## config.mk

```make
export PLATFORM = sky130hd
export DESIGN_NAME = range_finder_param_flat
export DESIGN_NICKNAME = d
export VERILOG_FILES = /design/src/rtl/range_finder_param_if.sv /design/src/rtl/range_finder_param.sv /design/src/flat_wrapper.sv
export SDC_FILE = /design/constraint.sdc
export NUM_CORES = 1
export LEC_CHECK = 0
export CORE_MARGIN = 1.5
export CORE_UTILIZATION = 25
export DETAILED_ROUTE_END_ITERATION = 12
export GPL_TIMING_DRIVEN = 0
export PLACE_DENSITY_LB_ADDON = 0.12
export SLEW_MARGIN = 15
export SYNTH_ARGS = -nofsm -noshare
export SYNTH_HDL_FRONTEND = slang
export SYNTH_SLANG_ARGS = --single-unit
```

## constraint.sdc

```tcl
create_clock -name clock -period 7 [get_ports clock]
set_clock_uncertainty 0.2 [all_clocks]
set_input_delay 1.4 -clock clock [delete_from_list [all_inputs] [get_ports clock]]
set_output_delay 1.4 -clock clock [all_outputs]
set_load 0.01 [all_outputs]
```

## src/rtl/range_finder_param_if.sv

```systemverilog
// -----------------------------------------------------------------------------
// range_finder_param_if
// Bundles the sample bus of range_finder_param.
//   master : drives data_in/go/finish, observes the session results
//   slave  : the range finder itself
// Signals:
//   data_in      WIDTH   sample value
//   go           1       start of session (data_in is the first sample)
//   finish       1       end of session   (data_in is the last sample)
//   range        WIDTH+1 max - min of the last completed session, unsigned
//   min_out      WIDTH   smallest sample of the last completed session
//   max_out      WIDTH   largest sample of the last completed session
//   sample_count CNT_W   saturating sample count of the last completed session
//   count_sat    1       sample_count saturated during that session
//   valid        1       result outputs hold a completed session
//   debug_error  1       protocol violation seen, sticky until reset
// -----------------------------------------------------------------------------
interface range_finder_param_if #(
  parameter int WIDTH = 10,
  parameter int CNT_W = 8
);
  logic [WIDTH-1:0] data_in;
  logic             go;
  logic             finish;
  logic [WIDTH:0]   range;
  logic [WIDTH-1:0] min_out;
  logic [WIDTH-1:0] max_out;
  logic [CNT_W-1:0] sample_count;
  logic             count_sat;
  logic             valid;
  logic             debug_error;

  modport master (
    output data_in, go, finish,
    input  range, min_out, max_out, sample_count, count_sat, valid, debug_error
  );

  modport slave (
    input  data_in, go, finish,
    output range, min_out, max_out, sample_count, count_sat, valid, debug_error
  );
endinterface

```

## src/rtl/range_finder_param.sv

```systemverilog
// -----------------------------------------------------------------------------
// range_finder_param
// Tracks min, max, range and sample count over a go..finish session of
// samples and publishes the results one cycle after the finish cycle.
// Ports:
//   clock  rising-edge clock
//   reset  synchronous, active-high reset
//   bus    range_finder_param_if.slave (sample inputs, result outputs)
// Parameters:
//   WIDTH  sample width (>= 2)
//   CNT_W  sample counter width (>= 2)
//   SIGNED 0: unsigned compare, 1: two's complement compare
// All outputs come straight from registers.
// -----------------------------------------------------------------------------
module range_finder_param #(
  parameter int WIDTH  = 10,
  parameter int CNT_W  = 8,
  parameter int SIGNED = 0
) (
  input logic                 clock,
  input logic                 reset,
  range_finder_param_if.slave bus
);

  typedef enum logic [1:0] {IDLE, RUN, DONE, ERROR} state_t;

  state_t state, state_nxt;

  // Decoded per-cycle actions of the FSM.
  logic start;   // first sample of a new session
  logic accept;  // further sample inside RUN (includes the final one)
  logic last;    // final sample: publish results

  // Working registers of the session in progress.
  logic [WIDTH-1:0] work_min, work_max;
  logic [CNT_W-1:0] work_cnt;
  logic             work_sat;

  // Published results.
  logic [WIDTH:0]   res_range;
  logic [WIDTH-1:0] res_min, res_max;
  logic [CNT_W-1:0] res_cnt;
  logic             res_sat;

  // Working values with the current sample folded in.
  logic [WIDTH-1:0] min_upd, max_upd;
  logic [CNT_W-1:0] cnt_upd;
  logic             sat_upd;
  logic [WIDTH:0]   range_upd;

  // Widen by one bit so a single signed compare/subtract covers both
  // encodings: sign-extend when SIGNED, zero-extend otherwise.
  function automatic logic signed [WIDTH:0] ext(input logic [WIDTH-1:0] v);
    return $signed({(SIGNED != 0) ? v[WIDTH-1] : 1'b0, v});
  endfunction

  // NOTE: the clocked block holds state only and uses non-blocking
  // assignments, so every flop samples pre-edge values.
  always_ff @(posedge clock) begin
    if (reset) state <= IDLE;
    else       state <= state_nxt;
  end

  // NOTE: every output of this block is given a default first, so no path
  // leaves a value unassigned and no latch is inferred.
  always_comb begin
    state_nxt = state;
    start     = 1'b0;
    accept    = 1'b0;
    last      = 1'b0;
    unique case (state)
      IDLE, DONE: begin
        if (bus.finish) begin
          state_nxt = ERROR;
        end else if (bus.go) begin
          state_nxt = RUN;
          start     = 1'b1;
        end
      end
      RUN: begin
        // A go inside a session is a violation; its sample is dropped.
        if (bus.go) begin
          state_nxt = ERROR;
        end else begin
          accept = 1'b1;
          if (bus.finish) begin
            last      = 1'b1;
            state_nxt = DONE;
          end
        end
      end
      ERROR: state_nxt = ERROR;
      default: state_nxt = IDLE;
    endcase
  end

  always_comb begin
    min_upd   = (ext(bus.data_in) < ext(work_min)) ? bus.data_in : work_min;
    max_upd   = (ext(bus.data_in) > ext(work_max)) ? bus.data_in : work_max;
    // Counter sticks at all-ones; the first increment attempted there
    // raises the saturation flag.
    sat_upd   = work_sat | (&work_cnt);
    cnt_upd   = (&work_cnt) ? work_cnt : work_cnt + CNT_W'(1);
    // max >= min, so the WIDTH+1-bit difference is exact as unsigned.
    range_upd = ext(max_upd) - ext(min_upd);
  end

  always_ff @(posedge clock) begin
    if (reset) begin
      work_min <= '0;
      work_max <= '0;
      work_cnt <= '0;
      work_sat <= 1'b0;
    end else if (start) begin
      work_min <= bus.data_in;
      work_max <= bus.data_in;
      work_cnt <= CNT_W'(1);
      work_sat <= 1'b0;
    end else if (accept) begin
      work_min <= min_upd;
      work_max <= max_upd;
      work_cnt <= cnt_upd;
      work_sat <= sat_upd;
    end
  end

  // Results move only when a session completes or on reset.
  always_ff @(posedge clock) begin
    if (reset) begin
      res_range <= '0;
      res_min   <= '0;
      res_max   <= '0;
      res_cnt   <= '0;
      res_sat   <= 1'b0;
    end else if (last) begin
      res_range <= range_upd;
      res_min   <= min_upd;
      res_max   <= max_upd;
      res_cnt   <= cnt_upd;
      res_sat   <= sat_upd;
    end
  end

  assign bus.range        = res_range;
  assign bus.min_out      = res_min;
  assign bus.max_out      = res_max;
  assign bus.sample_count = res_cnt;
  assign bus.count_sat    = res_sat;
  assign bus.valid        = (state == DONE);
  assign bus.debug_error  = (state == ERROR);

endmodule

```

## src/flat_wrapper.sv

```systemverilog
// flat-port wrapper written by rule: the top's interface ports become plain ports
module range_finder_param_flat 
#(
  parameter int WIDTH  = 10,
  parameter int CNT_W  = 8,
  parameter int SIGNED = 0
)
  (clock, reset, bus_data_in, bus_go, bus_finish, bus_range, bus_min_out, bus_max_out, bus_sample_count, bus_count_sat, bus_valid, bus_debug_error);
  range_finder_param_if #(.WIDTH(WIDTH), .CNT_W(CNT_W)) bus_i ();
  input logic clock;
  input logic reset;
  input wire logic [$bits(bus_i.data_in)-1:0] bus_data_in;
  input wire logic [$bits(bus_i.go)-1:0] bus_go;
  input wire logic [$bits(bus_i.finish)-1:0] bus_finish;
  output wire logic [$bits(bus_i.range)-1:0] bus_range;
  output wire logic [$bits(bus_i.min_out)-1:0] bus_min_out;
  output wire logic [$bits(bus_i.max_out)-1:0] bus_max_out;
  output wire logic [$bits(bus_i.sample_count)-1:0] bus_sample_count;
  output wire logic [$bits(bus_i.count_sat)-1:0] bus_count_sat;
  output wire logic [$bits(bus_i.valid)-1:0] bus_valid;
  output wire logic [$bits(bus_i.debug_error)-1:0] bus_debug_error;
  assign bus_i.data_in = bus_data_in;
  assign bus_i.go = bus_go;
  assign bus_i.finish = bus_finish;
  assign bus_range = bus_i.range;
  assign bus_min_out = bus_i.min_out;
  assign bus_max_out = bus_i.max_out;
  assign bus_sample_count = bus_i.sample_count;
  assign bus_count_sat = bus_i.count_sat;
  assign bus_valid = bus_i.valid;
  assign bus_debug_error = bus_i.debug_error;
  range_finder_param #(.WIDTH(WIDTH), .CNT_W(CNT_W), .SIGNED(SIGNED)) u_core (.clock(clock), .reset(reset), .bus(bus_i));
endmodule
```

**After elaboration in Yosys (flattened, before gate mapping)**

Index checks and enable logic that the tools add are counted.

- Register bits after elaboration: 71
- Output and inout port bits: 42
- Bits of input ports: 14
- Word-level logic and storage cells: 49

- Eq/ne operators: 5
- Bitwise gates (word level): 1
- Reductions and logical operators: 6
- Order comparisons: 2
- Multiplexer cells: 22
- Add/subtract/negate cells: 2

Operators by type and width:

| operator | number |
|---|---|
| 10-bit 2-to-1 mux | 6 |
| 10-bit by 10-bit subtractor with 11-bit output | 1 |
| 10-bit greater-than comparator | 1 |
| 10-bit < comparator | 1 |
| 1-bit 2-to-1 mux | 10 |
| 8-bit by 1-bit adder with 8-bit output, second input constant | 1 |
| 2-bit 2-to-1 mux | 4 |
| 8-bit 2-to-1 mux | 1 |
| 8-bit AND reduction | 1 |
| 3-bit != test, second input constant | 2 |
| 2-bit case mux with 3 select lines | 1 |
| 2-bit == test, second input constant | 2 |
| 2-bit OR reduction | 2 |
| 2-bit by 1-bit == test with 1-bit output, second input constant | 1 |
| 2-bit zero test | 1 |
| 2-bit AND reduction | 1 |
| 2-bit nonzero test | 1 |
| 1-bit bitwise OR | 1 |

**Logic depth before layout (Yosys ltp)**

Gate-level depths: netlist of the first run.

- Depth after elaboration: 4
- Gate-level depth with buffers: 16
- Depth with buffers taken out: 15

**Worst setup path after synthesis of the first run**

Ideal clock, no wire load.

- Path kind: input -> register
- From: input port bus_data_in[7]
- To: register u_core.res_range[8] (netlist: u_core.bus.range[8])
- Cell stages on the path: 15
- Slack: 2253 ps
- Library setup time: 116 ps
- Data arrival time: 4431 ps
- Cell sequence: ha_1 > a21oi_1 > nor2_1 > a211oi_1 > o31ai_1 > buf_4 > mux2_2 > ha_1 > fa_1 > nor2b_1 > o21ai_0 > a21o_1 > a21oi_1 > mux2_2 > a31o_2

- Longest elaborated chain between the ends: 3

Ends and longest elaborated chain:

| element | RTL line | text |
|---|---|---|
| start, declared | flat_wrapper.sv:12 | `input wire logic [$bits(bus_i.data_in)-1:0] bus_data_in;` |
| 10-bit < comparator | range_finder_param.sv:98 | `min_upd = (ext(bus.data_in) < ext(work_min)) ? bus.data_in : work_min;` |
| 10-bit 2-to-1 mux | range_finder_param.sv:98 |  |
| named net u_core.min_upd[0] | range_finder_param.sv:46 | `logic [WIDTH-1:0] min_upd, max_upd;` |
| 10-bit by 10-bit subtractor with 11-bit output | range_finder_param.sv:105 | `range_upd = ext(max_upd) - ext(min_upd);` |
| end signal, assigned | range_finder_param.sv:136 | `res_range <= range_upd;` |
| end, declared | range_finder_param.sv:40 | `logic [WIDTH:0] res_range;` |

The timed path passes the listed nets, and every way through them passes these cells.
A chain may end at the register's enable or synchronous reset.

**Final worst setup path of the first run**

- From: input port bus_data_in[2]
- To: register u_core.res_range[8] (netlist: u_core.bus.range[8])

The elaborated chain is that of the path after synthesis.

==> results of run 1 <==
## placed cells by master, fill, tap and decap left out, types with 8 or more instances in the layout
cell type | Yosys | routed
o221ai_1 | 9 | 9
a21oi_1 | 31 | 31
ha_1 | 30 | 30
nor2_1 | 55 | 55
clkbuf_1 | 14 | 15
nor2b_1 | 8 | 8
clkbuf_16 | 0 | 9
o21ai_0 | 31 | 31
mux2i_1 | 24 | 24
nand3_1 | 16 | 16
nor3_1 | 9 | 9
a2111oi_0 | 9 | 9
clkdlybuf4s50_1 | 0 | 55
nand2_1 | 47 | 47
a211oi_1 | 18 | 18
dfxtp_1 | 71 | 71
nor4_1 | 9 | 9
inv_1 | 25 | 25
## kinds of logic (layout without fill, tap and decap cells)
logic type / count (synthesis) / in the layout / synth area share
flip-flops: 71 / 71 / 0.352
buffers and inverters: 51 / 122 / 0.0524
XOR/XNOR: 11 / 11 / 0.0239
adder cells (fa/ha/maj): 31 / 31 / 0.0980
multiplexers: 26 / 26 / 0.0651
AO/OA/AOI/OAI: 126 / 126 / 0.209
AND/OR/NAND/NOR: 171 / 171 / 0.199
## synth_stat cells, drive strengths merged (12+ instances only)
cell type | n | area (um^2)
mux2i | 24 | 240
nand2 | 47 | 176
o21ai | 31 | 155
inv | 25 | 93.8
nor2 | 56 | 213
a21oi | 32 | 164
dfxtp | 71 | 1420
buf | 12 | 65.1
ha | 30 | 375
nand3 | 17 | 97.6
a211oi | 19 | 148
clkbuf | 14 | 52.6
## power groups by stage
stage	registers (mW)	clock network, mW	logic, mW
6_report	0.435	0.466	0.246
5_1_grt	0.437	0.504	0.279
4_1_cts	0.435	0.481	0.248
3_5_place_dp	0.444	0	0.246
3_3_place_gp	0.444	0	0.243
2_1_floorplan	0.445	0	0.160
## per-stage QoR
step / hold WS [ps] / setup WS (ps) / cell area, um^2 / total power, mW / utilization
floorplan: 241 / 2250 / 4040 / 0.606 / -
global placement: 246 / 1130 / 4860 / 0.687 / 0.307
detailed placement: 245 / 1100 / 4860 / 0.690 / 0.307
CTS: 254 / 1460 / 5160 / 1.16 / 0.326
global route: 279 / 1190 / 5160 / 1.22 / 0.326
finish: 252 / 1460 / 5160 / 1.15 / 0.326
## flip-flops by register name, summed over array words and instances, names as in the netlist
signal	cells
u_core.bus.range	11
u_core.bus.max_out	10
u_core.bus.min_out	10
u_core.work_max	10
u_core.work_min	10
u_core.bus.sample_count	8
u_core.work_cnt	8
u_core.state	2
u_core.bus.count_sat	1
u_core.work_sat	1
## critical path, stage by stage
cell and delay, ps:
clkdlybuf4s50_1 600, ha_1 410, nand2_1 50, o21ai_0 230, a21oi_1 170, o31ai_1 260
buf_4 260, mux2_2 390, ha_1 210, fa_1 410, nor2b_1 120, o21ai_0 110
a21o_1 240, a21oi_1 150, mux2_2 360, a31o_2 210
## worst min-delay path by stage
| stage | from | endpoint | slack [ps] | cells past startpoint |
|---|---|---|---|---|
| after floorplan | u_core.work_sat | u_core.work_sat | 240 | 2 |
| final | u_core.bus.range[3] | u_core.bus.range[3] | 250 | 2 |
| after detailed placement | u_core.bus.range[3] | u_core.bus.range[3] | 250 | 2 |
| after global routing | u_core.bus.sample_count[0] | u_core.bus.sample_count[0] | 280 | 2 |
| after CTS | u_core.bus.range[3] | u_core.bus.range[3] | 250 | 2 |
| after global placement | u_core.bus.range[4] | u_core.bus.range[4] | 250 | 2 |
## area by class of cell
type                            count  area [um^2]  share of cell area
Clock inverter                      6         71.3              0.0138
Timing Repair Buffer               55          551               0.107
Tap cell                          216          270              0.0524
Multi-Input combinational cell    365         2400               0.466
Sequential cell                    71         1420               0.276
Clock buffer                       10          229              0.0444
Buffer                             26          118              0.0228
Inverter                           25         93.8              0.0182
## per-layer routing
| layer | global-route usage | vias up |
|---|---|---|
| li1 | - | 1889 |
| met1 | 0.204 | 1773 |
| met2 | 0.249 | 63 |
| met3 | 0.0344 | 15 |
| met4 | 0.0516 | 0 |
| met5 | 0 | - |
==> flow_summary.json, run 1 <==
{
  "reg2regPathDepth": 16,
  "drtIter0Drc": 205,
  "synth-edff-count": 0,
  "viasPerCell": 4.83,
  "critPathKind": "in -> reg",
  "nNetsFinal": 598,
  "startpoint": "bus_data_in[2]",
  "fin_cells": 774,
  "cts_root_buffer": "clkbuf_16",
  "ios": 56,
  "dp_hpwl_um": 9160,
  "dr_wl_met3_um": 418,
  "fin_crit_sh": 0.792,
  "nFillCells": 1663,
  "clk_path_buf_depth": 2,
  "cts_setup_buffers": 0,
  "rsz0062_at_grt": "no",
  "synthesis.nets": 532,
  "worstPathArrival_ps": 5580,
  "top_layer_used": "met4",
  "syn_area_um2": 4040,
  "timing.fmax_mhz": 180,
  "swShare": 0.298,
  "start_util": 0.255,
  "tightest_slew_ps": 976,
  "pwr-share-seq": 0.379,
  "drc": 0,
  "yosysUniqueCellTypes": 53,
  "cts_tree": "built",
  "internal_power_uw": 805,
  "synth-seq-area-share": 0.352,
  "antenna_found_initial": 0,
  "fin_tns_setup_ps": 0,
  "worstPathRequired_ps": 7040,
  "post_drt_wl_per_cell_um": 15.9,
  "ir_worst_vdd_uv": 109,
  "status": "finished clean",
  "max_cap_violations": 0,
  "hp-class": "reg -> reg",
  "die_w_um": 130,
  "async_reset_ff_frac": 0,
  "endpoint": "u_core.bus.range[8]",
  "cts_buffers": 9,
  "cp_max_fo": 10,
  "row_count": 46,
  "r2r_slack_ps": 2840,
  "leakage_nw": 1.90,
  "r2r_end": "u_core.bus.range[8]",
  "critPathLaunchType": "primary input",
  "worstSkewPairLatency_ps": 340,
  "dpl.cell_count": 758,
  "die-area_um2": 16900,
  "hold_violations": 0,
  "p_per_area_nw_per_um2": 222,
  "grt_usage": 0.154,
  "route.met2.wl_um": 5770,
  "fin_crit_ps": 5540,
  "cts_resized": 0,
  "drtAntennaViolNets": 0,
  "combPwrFrac": 0.214,
  "ys_ff_latch": 71,
  "num_antenna_cells": 0,
  "setup_viol": 0,
  "syn2layout_area_growth_pct": 27.8,
  "p_sw_uw": 342,
  "crit_path_end_kind": "flop",
  "slew_viol_final": 0,
  "overflow": 0,
  "cts_hold_buf": 0,
  "grt_pass1_wl_um": 19700,
  "die_h_um": 130,
  "dr_total_vias": 3740,
  "wl_um": 12300,
  "avgSynthCellArea_um2": 8.29,
  "rr_startpoint": "u_core.work_min[2]",
  "yosys_warnings": 0,
  "synth_flop_cell": "dfxtp_1",
  "synthCells": 487,
  "htree_num_levels": 3,
  "numClockSinks": 71,
  "p_clk_frac": 0.406,
  "clkTransAtPathRegs_ps": 60,
  "core_area_um2": 15800,
  "grt_max_degree": 14,
  "firstDrtPassIters": 4,
  "grt_pass1_vias": 3660,
  "portBuffers": 55,
  "drt-met1-wl_um": 5870,
  "drive_gt1_frac": 0.0609,
  "relSlewSlack": 0.344,
  "gp_congestion": 0.897
}
No activity file was read; power rests on OpenSTA's default activity.
==> run 2, diff against run 1 <==
Clock period 7 ns to 5.8 ns, I/O delays scaled along.
==> results of run 2 <==
The final DEF is identical to that of run 1. Status: finished clean.
Main changes from that run: setup slack after placement 1100 ps -> 141 ps; setup slack after layout 1460 ps -> 498 ps; register-to-register setup slack 2840 ps -> 1640 ps; total power 1.15 mW -> 1.38 mW; worst IR drop on VDD 109 uV -> 132 uV
==> edit 1: new RTL, config.mk and constraints of run 2 <==
`CNT_W` is set to 8 in 3 places; all go to 9.
--- a/src/rtl/range_finder_param_if.sv
+++ b/src/rtl/range_finder_param_if.sv
@@ -17,7 +17,7 @@
 // -----------------------------------------------------------------------------
 interface range_finder_param_if #(
   parameter int WIDTH = 10,
-  parameter int CNT_W = 8
+  parameter int CNT_W = 9
 );
   logic [WIDTH-1:0] data_in;
   logic             go;
--- a/src/rtl/range_finder_param.sv
+++ b/src/rtl/range_finder_param.sv
@@ -14,7 +14,7 @@
 // -----------------------------------------------------------------------------
 module range_finder_param #(
   parameter int WIDTH  = 10,
-  parameter int CNT_W  = 8,
+  parameter int CNT_W  = 9,
   parameter int SIGNED = 0
 ) (
   input logic                 clock,
--- a/src/flat_wrapper.sv
+++ b/src/flat_wrapper.sv
@@ -2,7 +2,7 @@
 module range_finder_param_flat 
 #(
   parameter int WIDTH  = 10,
-  parameter int CNT_W  = 8,
+  parameter int CNT_W  = 9,
   parameter int SIGNED = 0
 )
   (clock, reset, bus_data_in, bus_go, bus_finish, bus_range, bus_min_out, bus_max_out, bus_sample_count, bus_count_sat, bus_valid, bus_debug_error);
Interface: changed (resized bus_sample_count); port bits go from 56 to 57. The function was not compared with the original's and may differ.
==> edit 1 against run 2 <==
Sequential cell count rose by 2; combinational power rose by 17%; final area rose by 1.4%; synthesized area rose by 0.62%; routed wire length rose by 1.9%; total power rose by 3.7%; setup slack got worse by 0.27 ns; clock power fell by 2%; highest routed layer unchanged.
==> edit 1: results (changes against run 2) <==
Status
  – Status: finished, final reports clean

Global route
  – Met3 Use GR: 0.0314 (-0.00309)
  – Vias in the first global route: 3,480 (-4.9%)
  – First-pass GRT wire length: 19.2 mm (-2.9%)
  – Met1 Usage GRT: 0.213 (+0.00951)
  – GRT Overall Usage: 0.152 (-0.00248)
  – GR met2 Demand/Resource: 0.229 (-0.0198)

Worst setup path
  – CP max stage delay: 0.62 ns (+0.02 ns)
  – Slowest CP cell: nor3_2
  – Data arrival, critical path: 5.60 ns (+0.26 ns)
  – Cell count of the worst reg-to-reg path: 17 (+1)

Synth
  – Synth top area cells: dfxtp_1, ha_1, nor2_1
  – Distinct cells, synth: 59 (+11%)
  – Synth Instances: 507 (+4.1%)
  – Synth cell count leaders: nor2_1, dfxtp_1, a21oi_1
  – Mapped Nets: 551 (+3.6%)
  – Register area share after synthesis: 0.360 (+0.00769)
  – Ys flop type: dfxtp_1

Placed design
  – Placed Cells: 778 (+2.6%)
  – Final GP Congestion: 0.850 (-5.3%)
  – Pre-CTS setup slack: -0.662 ns (-0.804 ns)
  – DP Wirelength: 9.37 mm (+2.3%)

Route
  – DRT iter0 DRCs: 195 (-4.9%)
  – WL met2: 5.48 mm (-5.1%)
  – Wire length on met3: 562 um (+34%)
  – Post-Route M1 WL: 6.24 mm (+6.4%)
  – Via density: 4.65 (-3.8%)
  – Total Routed Length: 12.5 mm (+1.9%)

Final layout
  – Final cell count without fillers: 798 (+3.1%)
  – Proportion of layout cells with a drive suffix above 1: 0.0773 (+0.0164)
  – Nets: 621 (+3.8%)
  – Fillers: 1,736 (+4.4%)

Worst hold path
  – Hold Path Cell Cnt: 2 (unchanged)

Pwr
  – Maximum VDD drop: 143 uV (+8.8%)
  – Leakage: 1.94 nW (+2.2%)

Timing
  – Slew HR: 0.504 (+0.160)

Clock tree
  – CTS Root Cell: clkbuf_16
edit 1: cell count changes after synthesis, moves of 4 or more:
cell,delta
a21o_1,+6
o21a_1,-4
a21oi_1,+25
nor4_1,-8
o21ai_0,-15
o221ai_1,-9
buf_2,-7
nor2_1,+27
nor2b_1,-7
nand2_1,+7
mux2i_1,-13
clkbuf_1,+6
a2111oi_0,-9
nand3_1,-6
edit 1: worst min-delay path, cell delays in order (launching register included):
cell	delay, ns
dfxtp_1	0.31
nand2_1	0.05
a21oi_1	0.05
edit 1: per-stage QoR:
stage | cell area [um^2] | power [mW] | TNS [ns] | utilization
2_1_floorplan | 4060 | 0.775 | 0 | -
3_3_place_gp | 4880 | 0.881 | -2.12 | 0.307
3_5_place_dp | 4880 | 0.883 | -2.21 | 0.307
4_1_cts | 5190 | 1.44 | 0 | 0.327
5_1_grt | 5230 | 1.51 | -0.0552 | 0.329
6_report | 5230 | 1.44 | 0 | 0.329
edit 1: path summary, 6_finish.rpt:
path                                      startpoint                                      end  slack [ns]
max                                   bus_data_in[7]         u_core.bus.range[7]$_SDFFE_PP0P_        0.23
min          u_core.bus.sample_count[0]$_SDFFE_PP0P_  u_core.bus.sample_count[0]$_SDFFE_PP0P_        0.25
max reg2reg          u_core.work_max[3]$_SDFFE_PP0P_         u_core.bus.range[7]$_SDFFE_PP0P_        1.21
min reg2reg  u_core.bus.sample_count[0]$_SDFFE_PP0P_  u_core.bus.sample_count[0]$_SDFFE_PP0P_        0.25
edit 1: cell families after synthesis:
logic type	synth area share
flip-flops	0.360
AO/OA/AOI/OAI	0.219
multiplexers	0.0271
buffers and inverters	0.0604
adder cells (fa/ha/maj)	0.0943
AND/OR/NAND/NOR	0.207
XOR/XNOR	0.0324
edit 1: timing repair:
action                                  in CTS  in global routing
endpoints found under the hold margin        0                  0
endpoints found under the setup margin       3                  3
gates resized for setup                      5                  4
pin swaps                                    0                  1
setup buffers                                0                  4
edit 1: report_power, final:
| group | switching (mW) | leakage [nW] | internal, mW |
|---|---|---|---|
| registers | 0.0139 | 0.593 | 0.523 |
| clock network | 0.238 | 0.139 | 0.315 |
| logic | 0.201 | 1.21 | 0.144 |
| total | 0.452 | 1.94 | 0.983 |
edit 1: area by class of cell:
class | count | area [um^2] | share of cell area
plain buffers | 27 | 149 | 0.0285
clock buffers | 11 | 253 | 0.0483
clock inverters | 5 | 37.5 | 0.00718
inverters | 27 | 101 | 0.0194
multi-input cells | 380 | 2380 | 0.454
flip-flops and latches | 73 | 1460 | 0.279
well taps | 216 | 270 | 0.0517
repair buffers | 59 | 581 | 0.111
==> edit 2: new RTL, config.mk and constraints of run 2 <==
Without the edit above. Re-encode `state_t` (4 states) as one-hot, 4 bits wide.
--- a/src/rtl/range_finder_param.sv
+++ b/src/rtl/range_finder_param.sv
@@ -22,7 +22,7 @@
   range_finder_param_if.slave bus
 );
 
-  typedef enum logic [1:0] {IDLE, RUN, DONE, ERROR} state_t;
+  typedef enum logic [3:0] {IDLE = 4'b0001, RUN = 4'b0010, DONE = 4'b0100, ERROR = 4'b1000} state_t;
 
   state_t state, state_nxt;
 
Function: same outputs for any inputs over 10 cycles, from zero or initial values and one cycle with reset high; not proved beyond that.
==> edit 2 against run 2 <==
Total power increased by 1.6%; setup slack improved by 0.048 ns; sequential cell count increased by 2; synthesized area increased by 2.9%; final area increased by 2.4%; register-to-register slack got worse by 0.13 ns; first-iteration DRC count decreased by 4.9%; routed wire length decreased by 2.6%; critical path type unchanged; critical endpoint is now u_core.bus.range[10]$_SDFFE_PP0P_.
==> edit 2: results (changes against run 2) <==
Status
  – Status: finished, final reports clean

Final layout
  – Proportion of layout cells with a drive suffix above 1: 0.123 (+0.0616)
  – Nets: 595 (-0.50%)
  – Final cell count without fillers: 771 (-0.39%)
  – Fillers: 1,679 (+0.96%)
  – Area of the multi-input gates: 2450 um^2 (+1.8%)
  – Ant diodes: 0 (unchanged)

Placed design
  – Placed cell areas: 4950 um^2 (+2.0%)
  – Placed Cells: 755 (-0.40%)
  – Port Buffer Count: 53 (-3.6%)
  – Final GP Congestion: 0.827 (-7.8%)
  – Pre-CTS setup slack: 0.169 ns (+0.0280 ns)
  – DP Wirelength: 8.98 mm (-2.0%)

Worst setup path
  – Critical Path Sink: u_core.bus.range[10]$_SDFFE_PP0P_
  – RR Startpoint: u_core.work_min[1]$_SDFFE_PP0P_
  – Data arrival, critical path: 5.33 ns (about the same)
  – Cell count of the worst reg-to-reg path: 15 (-1)
  – R2r setup slk: 1.51 ns (-0.13 ns)
  – Worst Setup SP: bus_data_in[1]
  – Crit-path max FO: 10 (unchanged)

Route
  – WL/cell: 15.5 um (-2.3%)
  – Wire length on met3: 603 um (+44%)
  – Top Layer Used: met4
  – Via density: 4.69 (-2.9%)
  – Post-Route M1 WL: 6.02 mm (+2.6%)
  – Pre-antenna DRT Iters: 4 (unchanged)
  – WL met2: 5.17 mm (-10%)
  – DRT iter0 DRCs: 195 (-4.9%)

Synth
  – Synth Instances: 486 (-0.21%)
  – Synth Area in Adders: 0.0952 (-0.00280)
  – Synth top area cells: dfxtp_1, ha_1, nor2_1
  – Distinct cells, synth: 56 (+5.7%)
  – Synth cell count leaders: dfxtp_1, nor2_1, nand2_1
  – Mux contribution to synthesized area: 0.0774 (+0.0123)
  – Complex-gate fraction of the synthesized area: 0.191 (-0.0177)
  – Post-Synth XOR/XNOR Area: 0.0211 (-0.00279)
  – Register area share after synthesis: 0.352 (-0.000441)
  – Mapped Nets: 531 (-0.19%)

Clock tree
  – H-tree levels: 3 (unchanged)
  – CTS Root Cell: clkbuf_16
  – Post-CTS sizing: 0 (unchanged)
  – Worst-skew pair later-pin latency: 0.34 ns (about the same)
  – CTS clk-pin slew, worst paths: 0.06 ns (about the same)
  – Num CTS Buffers: 9 (unchanged)
  – Setup Buffers After CTS: 0 (unchanged)

Worst hold path
  – Hold Path End: u_core.bus.sample_count[5]$_SDFFE_PP0P_
  – HP Start: u_core.bus.sample_count[5]$_SDFFE_PP0P_
  – Type of the most critical hold path: flop to flop

Global route
  – Largest net degree at the start of global routing: 13 (-1)
  – GRT Overall Usage: 0.146 (-0.00856)
  – Initial antenna violation count: 0 (unchanged)
  – Vias in the first global route: 3,523 (-3.7%)
  – First-pass GRT wire length: 19.6 mm (-0.59%)

Pwr
  – Maximum VDD drop: 150 uV (+14%)
  – Leakage: 1.94 nW (+2.3%)

Timing
  – Hold WS: 0.249 ns (-0.00246 ns)
  – Slew @ Worst Pin: 0.708 ns (-0.268 ns)
  – Final min period: 5.25 ns (-0.0481 ns)
  – Setup_tns: 0 ns (unchanged)
[edit 2: layout make-up]
class	count	area share
inverters	28	0.0199
clock inverters	5	0.0149
clock buffers	11	0.0460
plain buffers	26	0.0277
flip-flops and latches	73	0.277
repair buffers	53	0.100
well taps	216	0.0512
multi-input cells	359	0.463
[edit 2: critical path, stage by stage]
cell and delay [ns]:
clkdlybuf4s50_1 0.54, ha_1 0.35, nand2_1 0.05, o21ai_0 0.20, a21oi_1 0.13, a221oi_2 0.50
buf_2 0.40, mux2i_1 0.28, ha_1 0.30, nor2b_1 0.15, o21a_1 0.17, o21ai_0 0.32
a21oi_1 0.18, a2111o_1 0.44, a21oi_1 0.14
[edit 2: power by group]
group	leakage, nW	switching [mW]	internal, mW
combinational	1.19	0.154	0.113
sequential	0.590	0.0139	0.515
clock	0.159	0.223	0.388
[edit 2: routing by layer]
layer,track usage,vias up
met5,0,-
met4,0.0444,0
met3,0.0365,9
met2,0.219,70
met1,0.205,1689
li1,-,1851
